### config.mk
export PLATFORM = sky130hd
export DESIGN_NAME = fft32_top
export DESIGN_NICKNAME = d
export VERILOG_FILES = /design/src/rtl/fft32_top.sv
export SDC_FILE = /design/constraint.sdc
export NUM_CORES = 2
export LEC_CHECK = 0
export ABC_AREA = 1
export BUFFER_PORTS_ARGS = -buffer_cell sky130_fd_sc_hd__buf_2
export CAP_MARGIN = 20
export CORE_ASPECT_RATIO = 1.5
export CORE_MARGIN = 3
export CORE_UTILIZATION = 40
export DETAILED_ROUTE_END_ITERATION = 10
export PLACE_DENSITY = 0.58
export SLEW_MARGIN = 20
export SYNTH_ARGS = -nofsm -noshare
export SYNTH_HDL_FRONTEND = slang
export SYNTH_SLANG_ARGS = --single-unit
### constraint.sdc
create_clock -name CLK -period 18.83 [get_ports CLK]
set_input_delay 3.766 -clock CLK [delete_from_list [all_inputs] [get_ports CLK]]
set_output_delay 3.766 -clock CLK [all_outputs]
set_load 0.01 [all_outputs]
### src/rtl/fft32_top.sv
// 32-point radix-2 DIT FFT: samples loaded in bit-reversed order, transformed in place
// with 4-cycle butterflies, then streamed out in natural bin order.
module fft32_top #(
  parameter int N  = 32,
  parameter int DW = 8
) (
  input  logic        CLK,
  input  logic        RST_N,
  input  logic        start,
  input  logic        in_we,
  input  logic [4:0]  in_addr,
  input  logic [15:0] in_data,
  output logic        busy,
  output logic        out_valid,
  output logic [4:0]  out_addr,
  output logic [15:0] out_data,
  output logic        fft_finish
);

  typedef enum logic [1:0] {IDLE, COMPUTE, OUTPUT, DONE} state_t;

  state_t state, state_nxt;

  logic [15:0] ram [0:N-1];
  logic [2:0]  stage;
  logic [3:0]  bfly;
  logic [1:0]  phase;
  logic [4:0]  rd_addr;
  logic [15:0] a_reg, b_reg;
  logic [3:0]  k_reg;

  function automatic logic [4:0] bitrev5(input logic [4:0] v);
    return {v[0], v[1], v[2], v[3], v[4]};
  endfunction

  // W^k = round(127*cos), round(-127*sin) for angle 2*pi*k/32
  function automatic logic signed [7:0] tw_re(input logic [3:0] k);
    case (k)
      4'd0:  return 8'sd127;   4'd1:  return 8'sd125;
      4'd2:  return 8'sd117;   4'd3:  return 8'sd106;
      4'd4:  return 8'sd90;    4'd5:  return 8'sd71;
      4'd6:  return 8'sd49;    4'd7:  return 8'sd25;
      4'd8:  return 8'sd0;     4'd9:  return -8'sd25;
      4'd10: return -8'sd49;   4'd11: return -8'sd71;
      4'd12: return -8'sd90;   4'd13: return -8'sd106;
      4'd14: return -8'sd117;  default: return -8'sd125;
    endcase
  endfunction

  function automatic logic signed [7:0] tw_im(input logic [3:0] k);
    case (k)
      4'd0:  return 8'sd0;     4'd1:  return -8'sd25;
      4'd2:  return -8'sd49;   4'd3:  return -8'sd71;
      4'd4:  return -8'sd90;   4'd5:  return -8'sd106;
      4'd6:  return -8'sd117;  4'd7:  return -8'sd125;
      4'd8:  return -8'sd127;  4'd9:  return -8'sd125;
      4'd10: return -8'sd117;  4'd11: return -8'sd106;
      4'd12: return -8'sd90;   4'd13: return -8'sd71;
      4'd14: return -8'sd49;   default: return -8'sd25;
    endcase
  endfunction

  // Butterfly addressing: A = group*2h + pos, B = A + h, k = pos*(16/h)
  logic [4:0] span, pos, idx_a, idx_b, k_full;
  assign span   = 5'd1 << stage;
  assign pos    = {1'b0, bfly} & (span - 5'd1);
  assign idx_a  = (({1'b0, bfly} >> stage) << (stage + 3'd1)) | pos;
  assign idx_b  = idx_a + span;
  assign k_full = pos << (3'd4 - stage);

  logic signed [7:0]  ar, ai, br, bi, wr, wi, tr, ti;
  logic signed [15:0] p_rr, p_ii, p_ri, p_ir;
  logic signed [16:0] sum_r, sum_i;
  logic signed [8:0]  sa_r, sa_i, sb_r, sb_i;
  logic [15:0]        a_new, b_new;

  assign ar = a_reg[15:8];
  assign ai = a_reg[7:0];
  assign br = b_reg[15:8];
  assign bi = b_reg[7:0];
  assign wr = tw_re(k_reg);
  assign wi = tw_im(k_reg);

  assign p_rr  = 16'(br) * 16'(wr);
  assign p_ii  = 16'(bi) * 16'(wi);
  assign p_ri  = 16'(br) * 16'(wi);
  assign p_ir  = 16'(bi) * 16'(wr);
  assign sum_r = 17'(p_rr) - 17'(p_ii);
  assign sum_i = 17'(p_ri) + 17'(p_ir);

  // k=0 and k=8 bypass the multiplier so trivial rotations stay exact
  always_comb begin
    tr = sum_r[14:7];
    ti = sum_i[14:7];
    if (k_reg == 4'd0) begin
      tr = br;
      ti = bi;
    end else if (k_reg == 4'd8) begin
      tr = bi;
      ti = -br;
    end
  end

  assign sa_r  = 9'(ar) + 9'(tr);
  assign sa_i  = 9'(ai) + 9'(ti);
  assign sb_r  = 9'(ar) - 9'(tr);
  assign sb_i  = 9'(ai) - 9'(ti);
  assign a_new = {sa_r[8:1], sa_i[8:1]};
  assign b_new = {sb_r[8:1], sb_i[8:1]};

  logic accept, last_bfly;
  assign accept    = (state == IDLE) && start;
  assign last_bfly = (stage == 3'd4) && (bfly == 4'd15) && (phase == 2'd3);

  always_ff @(posedge CLK or negedge RST_N) begin
    if (!RST_N) state <= IDLE;
    else        state <= state_nxt;
  end

  always_comb begin
    state_nxt = state;
    case (state)
      IDLE:    if (start) state_nxt = COMPUTE;
      COMPUTE: if (last_bfly) state_nxt = OUTPUT;
      OUTPUT:  if (rd_addr == 5'd31) state_nxt = DONE;
      default: state_nxt = IDLE;
    endcase
  end

  // Phases: 0 fetch A, 1 fetch B, 2 store A', 3 store B'
  always_ff @(posedge CLK or negedge RST_N) begin
    if (!RST_N) begin
      stage <= '0;
      bfly  <= '0;
      phase <= '0;
      a_reg <= '0;
      b_reg <= '0;
      k_reg <= '0;
    end else if (accept) begin
      stage <= '0;
      bfly  <= '0;
      phase <= '0;
    end else if (state == COMPUTE) begin
      phase <= phase + 2'd1;
      if (phase == 2'd0) a_reg <= ram[idx_a];
      if (phase == 2'd1) begin
        b_reg <= ram[idx_b];
        k_reg <= k_full[3:0];
      end
      if (phase == 2'd3) begin
        bfly <= bfly + 4'd1;
        if (bfly == 4'd15) stage <= stage + 3'd1;
      end
    end
  end

  always_ff @(posedge CLK) begin
    if (state == IDLE && in_we)
      ram[bitrev5(in_addr)] <= in_data;
    else if (state == COMPUTE && phase == 2'd2)
      ram[idx_a] <= a_new;
    else if (state == COMPUTE && phase == 2'd3)
      ram[idx_b] <= b_new;
  end

  always_ff @(posedge CLK or negedge RST_N) begin
    if (!RST_N) begin
      busy       <= 1'b0;
      out_valid  <= 1'b0;
      out_addr   <= '0;
      out_data   <= '0;
      fft_finish <= 1'b0;
      rd_addr    <= '0;
    end else begin
      out_valid  <= (state == OUTPUT);
      fft_finish <= (state == DONE);
      if (accept) begin
        busy    <= 1'b1;
        rd_addr <= '0;
      end
      if (state == DONE) busy <= 1'b0;
      if (state == OUTPUT) begin
        out_addr <= rd_addr;
        out_data <= ram[rd_addr];
        rd_addr  <= rd_addr + 5'd1;
      end
    end
  end

endmodule

Yosys cells after proc, flatten, opt, wreduce, memory -nomap -nowiden
Memory sizes are Yosys's and may differ from the RTL's. A register that Yosys moved wholly into a read port is not among the register bits.
Index checks and enable logic that the tools add are counted.
- add/sub/neg operators: 14
- multiply operators: 4
- eq/ne operators: 13
- shifts and indexed selects: 4
- muxes and demuxes: 36
- bitwise logic cells: 3
- reduce and logical (&&, ||, !) cells: 24
- operator list (operator ; number):
    multiplier 8 x 8 -> 15 bit ; 4
    2-to-1 mux 16 bit ; 2
    2-to-1 mux 8 bit ; 4
    OR reduction 16 bit ; 2
    2-to-1 mux 5 bit ; 4
    adder 8 x 8 -> 9 bit ; 2
    subtractor 8 x 8 -> 9 bit ; 2
    adder 15 bit ; 1
    subtractor 15 bit ; 1
    2-to-1 mux 1 bit ; 13
    2-to-1 mux 3 bit ; 4
    2-to-1 mux 4 bit ; 3
    AND reduction 3 bit ; 4
    2-to-1 mux 2 bit ; 5
    nonzero test 2 bit ; 5
    == test 2 bit, second input constant ; 4
    == test 4 bit, second input constant ; 2
    negator 8 bit ; 1
    logical AND 1 bit ; 6
    inequality test 2 bit, second input constant ; 3
    case mux 2 bit (3 select lines) ; 1
    adder 5 x 1 -> 5 bit, second input constant ; 1
    adder 5 bit ; 1
    AND 4 x 5 -> 5 bit ; 1
    other kinds (18) ; 22
- flip-flop bits (word level): 28
- RAM bits: 512
- ROM bits: 256
- input bits: 25
- output and inout port bits: 24
- word-level logic and storage cells: 111
- memories: 3
- memory list (memory ; depth ; width ; rd ports ; clocked after Yosys merged registers in ; wr ports ; line ; source):
    ram ; 32 ; 16 ; 3 ; 3 ; 1 ; 24 ; logic [15:0] ram [0:N-1];
    (name not given) ; 16 ; 8 ; 1 ; 0 ; 0 ; 51 ; case (k)
    (name not given) ; 16 ; 8 ; 1 ; 0 ; 0 ; 38 ; case (k)

Longest topological paths before layout
- depth in word-level cells: 8
- gate-level depth with buffers: 50
- gate-level depth less buffers: 48

Worst setup path before layout
Ideal clock, no wire load.
- path type: register to register
- start: register k_reg[1]
- end: memory ram[0][4], data pin
- setup time: 0.454 ns
- data arrival time: 8.884 ns
- data required time: 18.376 ns
- slack: 9.492 ns
- stages on the path, launching flop included: 37
- path buffers: 3
- period minus slack after synthesis: 9.338 ns
- cells stage by stage: dfrtp_1 inv_1 ha_1 nand2_1 nand2_1 buf_2 clkinv_1 a22oi_1 clkbuf_1 nor2_1 fa_1 inv_1 fa_1 inv_1 fa_1 fa_1 fa_1 inv_1 fa_1 inv_1 ha_1 nand2_1 nor2_1 a211oi_1 nand2_2 inv_1 o21ai_1 or2_2 a21o_1 a22oi_1 inv_1 ha_1 clkbuf_1 inv_1 a211oi_1 a21oi_1 o21ai_0
- word-level cells in the longest chain between the ends: 8
- elaborated cells between the ends (all ways): 13
- classes of those cells: 3 x add/sub; 2 x mul; 1 x eq/ne; 4 x mux; 1 x reduce/logical; 2 x memory
- RTL lines (item ; line ; source):
    start: declaration ; 30 ; logic [3:0] k_reg;
    start signal: assignment ; 148 ; k_reg <= k_full[3:0];
    memory read (16 x 8 bit) (on tied branches) ; - ;
    multiplier 8 x 8 -> 15 bit (on tied branches) ; 86, 87 ;
    adder 15 bit ; 89 ; assign sum_i = 17'(p_ri) + 17'(p_ir);
    2-to-1 mux 8 bit ; 98 ; end else if (k_reg == 4'd8) begin
    2-to-1 mux 8 bit (*) ; 95 ; if (k_reg == 4'd0) begin
    adder 8 x 8 -> 9 bit ; 105 ; assign sa_i = 9'(ai) + 9'(ti);
    2-to-1 mux 16 bit (no line) ; - ;
    2-to-1 mux 16 bit (no line) (*) ; - ;
    end: declaration ; 24 ;
Every way passes the cells marked *; elsewhere a longest branch is shown, timed or not.

Final worst setup path
- start: register k_reg[1]
- end: memory ram[14][7], data pin
Same word-level chain as after synthesis.

==> flow_summary.toml <==
[clock_tree]
ctsResizeCount = 0
clkLatencyLatePin_ns = 0.68
tritoncts = "yes"
post_cts_buffers = 0
cts_buffer_depth = 3
clk_pin_slew_ns = 0.06
cts.sinks = 588
cts_inserted_buffers = 58
htreeDepth = 2
cts_hold_buf = 0
ctsRootBufferMaster = "clkbuf_16"

[timing]
slew_viol_final = 0
max_slew.worst_pin.slew_ns = 1.21
setup_slack_ns = 9.06
tns_ns = 0
rsz0062_at_grt = "false"
fin_skew_ns = 0.0361
fmaxAchievable_mhz = 102
setup_violations = 0
slew_headroom_pct = 18.8
finalHoldViolCount = 0
fin_crit_sh_pct = 51.9
final.min_clock_period_ns = 9.77

[synthesis]
synth_top_area_share_pct = 34.2
netlist_top_cells_area = "edfxtp_1, fa_1, o21ai_0"
async_reset_ff_share_pct = 12.9
synth_seq_area_share_pct = 38.4
ys_warn_count = 0
syn_area_sq_um = 45000
synth_edf_count = 512
yosys.area.top_type = "edfxtp_1"
syn_nets = 5787
ys_seq_elements = 588
synth-main-ff-cell = "edfxtp_1"
synth_area_per_cell_sq_um = 8.41
yosysUniqueCellTypes = 55
syn-instance-count = 5352

[worst_setup_path]
crit_arrival_ns = 10.21
timing.critical_path.to = "ram[14][7]$_DFFE_PP_"
critical_path.max_stage_delay_ns = 0.57
worst-path-max-fanout = 32
regToRegStartpoint = "k_reg[1]$_DFFE_PN0P_"
start_kind = "register"
critPathKind = "register to register"
crit_path_end_kind = "register"
cp_slowest_cell = "fa_1"
crit_family = "adder cells"
startpoint = "k_reg[1]$_DFFE_PN0P_"
worstPathBufferInverterCount = 8
reg2reg_depth = 43
r2r_slack_ns = 9.06
worst_ep_required_time_ns = 19.26
cp.depth = 43
r2r_end = "ram[14][7]$_DFFE_PP_"

[global_routing]
grt_first_pass_wirelength_mm = 259
grt_pass1_vias = 39100
antenna_found_initial = 8
grt_use_total_pct = 30.2
gr-total-overflow = 0
grt_max_degree = 182

[routing]
via_per_inst = 6.03
top_layer_used = "met5"
drc = 0
vias = 40200
drtAntennaViolNets = 0
wl_met2_mm = 83.3
drt_wl_total_mm = 178
wl_met3_mm = 15.6
wl_met1_mm = 60.3
drt_iter0_drc = 4684
first_pass_iters = 6
wl_per_cell_microns = 26.8

[floorplanning]
die-area_sq_um = 117000
io_pins = 49
rows = 150
core_area_sq_um = 111000
floorplan.initialDensity_pct = 40.4
fp.dieW_microns = 280
dieHeight_microns = 417

[final_layout]
fin_cells = 6661
largest_register = "ram"
layout_common_cells = "inv_1, o21ai_0, nand2_1"
syn2layout_area_growth_pct = 8.14
multi_input_area_sq_um = 23700
largest_reg_flops = 512
fin_nets = 5599
layout_commonest_cell = "inv_1"
nFillCells = 11000
regArea_sq_um = 17300
drive_above_1_share_pct = 6.48

[placement]
port_buffers = 48
place.gp.congestion = 0.965
hpwl_mm = 113
dp_cells = 6547
place_ws_ns = 8.87

[outcome]
outcome = "complete, no violations"

[hold_path]
hold_path.class = "register to register"

[flow_run]
timing.max_cap.violations = 0
cells in the mapped netlist, types with 23 or more instances:
master    count
inv_1       709
edfxtp_1    512
xnor2_1      23
nand3_1     527
o211ai_1    320
dfrtp_1      76
ha_1        160
fa_1        250
xor2_1       26
o21ai_0     645
clkbuf_1    262
a21oi_1     597
nand2_1     615
nor2_1      332
buf_1        35
buf_2        85
metal layers:
metal	track usage, %	vias up
li1	-	18000
met2	49.8	2274
met3	5.02	761
met5	0	-
met1	33.7	19100
met4	26.2	4
stage by stage:
step                      hold WS [ns]  util (%)  cell area [sq um]
after global routing             0.507      43.6              48600
after floorplan                  0.454         -              45000
after global placement           0.454      41.8              46600
after CTS                        0.485      43.6              48600
final                            0.482      43.6              48600
after detailed placement         0.465      41.8              46600
worst min path at each step:
stage / to / depth (start not counted) / from / slack [ns]
2_1_floorplan: bfly[2]$_DFFE_PN0P_ / 1 / bfly[2]$_DFFE_PN0P_ / 0.45
5_1_grt: out_addr[1]$_DFFE_PN0P_ / 2 / out_addr[1]$_DFFE_PN0P_ / 0.51
3_5_place_dp: out_addr[4]$_DFFE_PN0P_ / 2 / out_addr[4]$_DFFE_PN0P_ / 0.46
6_report: out_addr[4]$_DFFE_PN0P_ / 2 / out_addr[4]$_DFFE_PN0P_ / 0.48
3_3_place_gp: out_addr[4]$_DFFE_PN0P_ / 2 / out_addr[4]$_DFFE_PN0P_ / 0.45
4_1_cts: out_addr[4]$_DFFE_PN0P_ / 2 / out_addr[4]$_DFFE_PN0P_ / 0.49
cell families (layout without fill, tap and decap cells):
family / count (synthesis) / after routing / share of synthesized area (%)
adder cells (fa/ha/maj): 410 / 410 / 15.6
flip-flops: 588 / 588 / 38.4
AO/OA/AOI/OAI: 1661 / 1661 / 20.9
other: 0 / 3 / 0
buffers and inverters: 1123 / 985 / 9.72
AND/OR/NAND/NOR: 1520 / 1520 / 14.4
XOR/XNOR: 50 / 50 / 1.02
worst register-to-register path, delay by kind of cell (launching register included):
kind                     cells  cell delay [ns]
flip-flops                   1             0.46
adder cells (fa/ha/maj)      9             4.02
AO/OA/AOI/OAI               10             1.73
AND/OR/NAND/NOR             16             1.77
buffers and inverters        8             1.54
cell type report:
class / count / share of cell area [%]
clock inverter: 39 / 0.970
antenna: 3 / 0.0154
sequential: 588 / 35.5
timing repair buffer: 145 / 2.16
multi-input combinational: 3641 / 48.8
inverter: 730 / 5.66
clock buffer: 71 / 3.19
tap: 1444 / 3.71
Power is not shown: default switching activity piles up to over one toggle a cycle in this logic, so the estimate is an artifact.
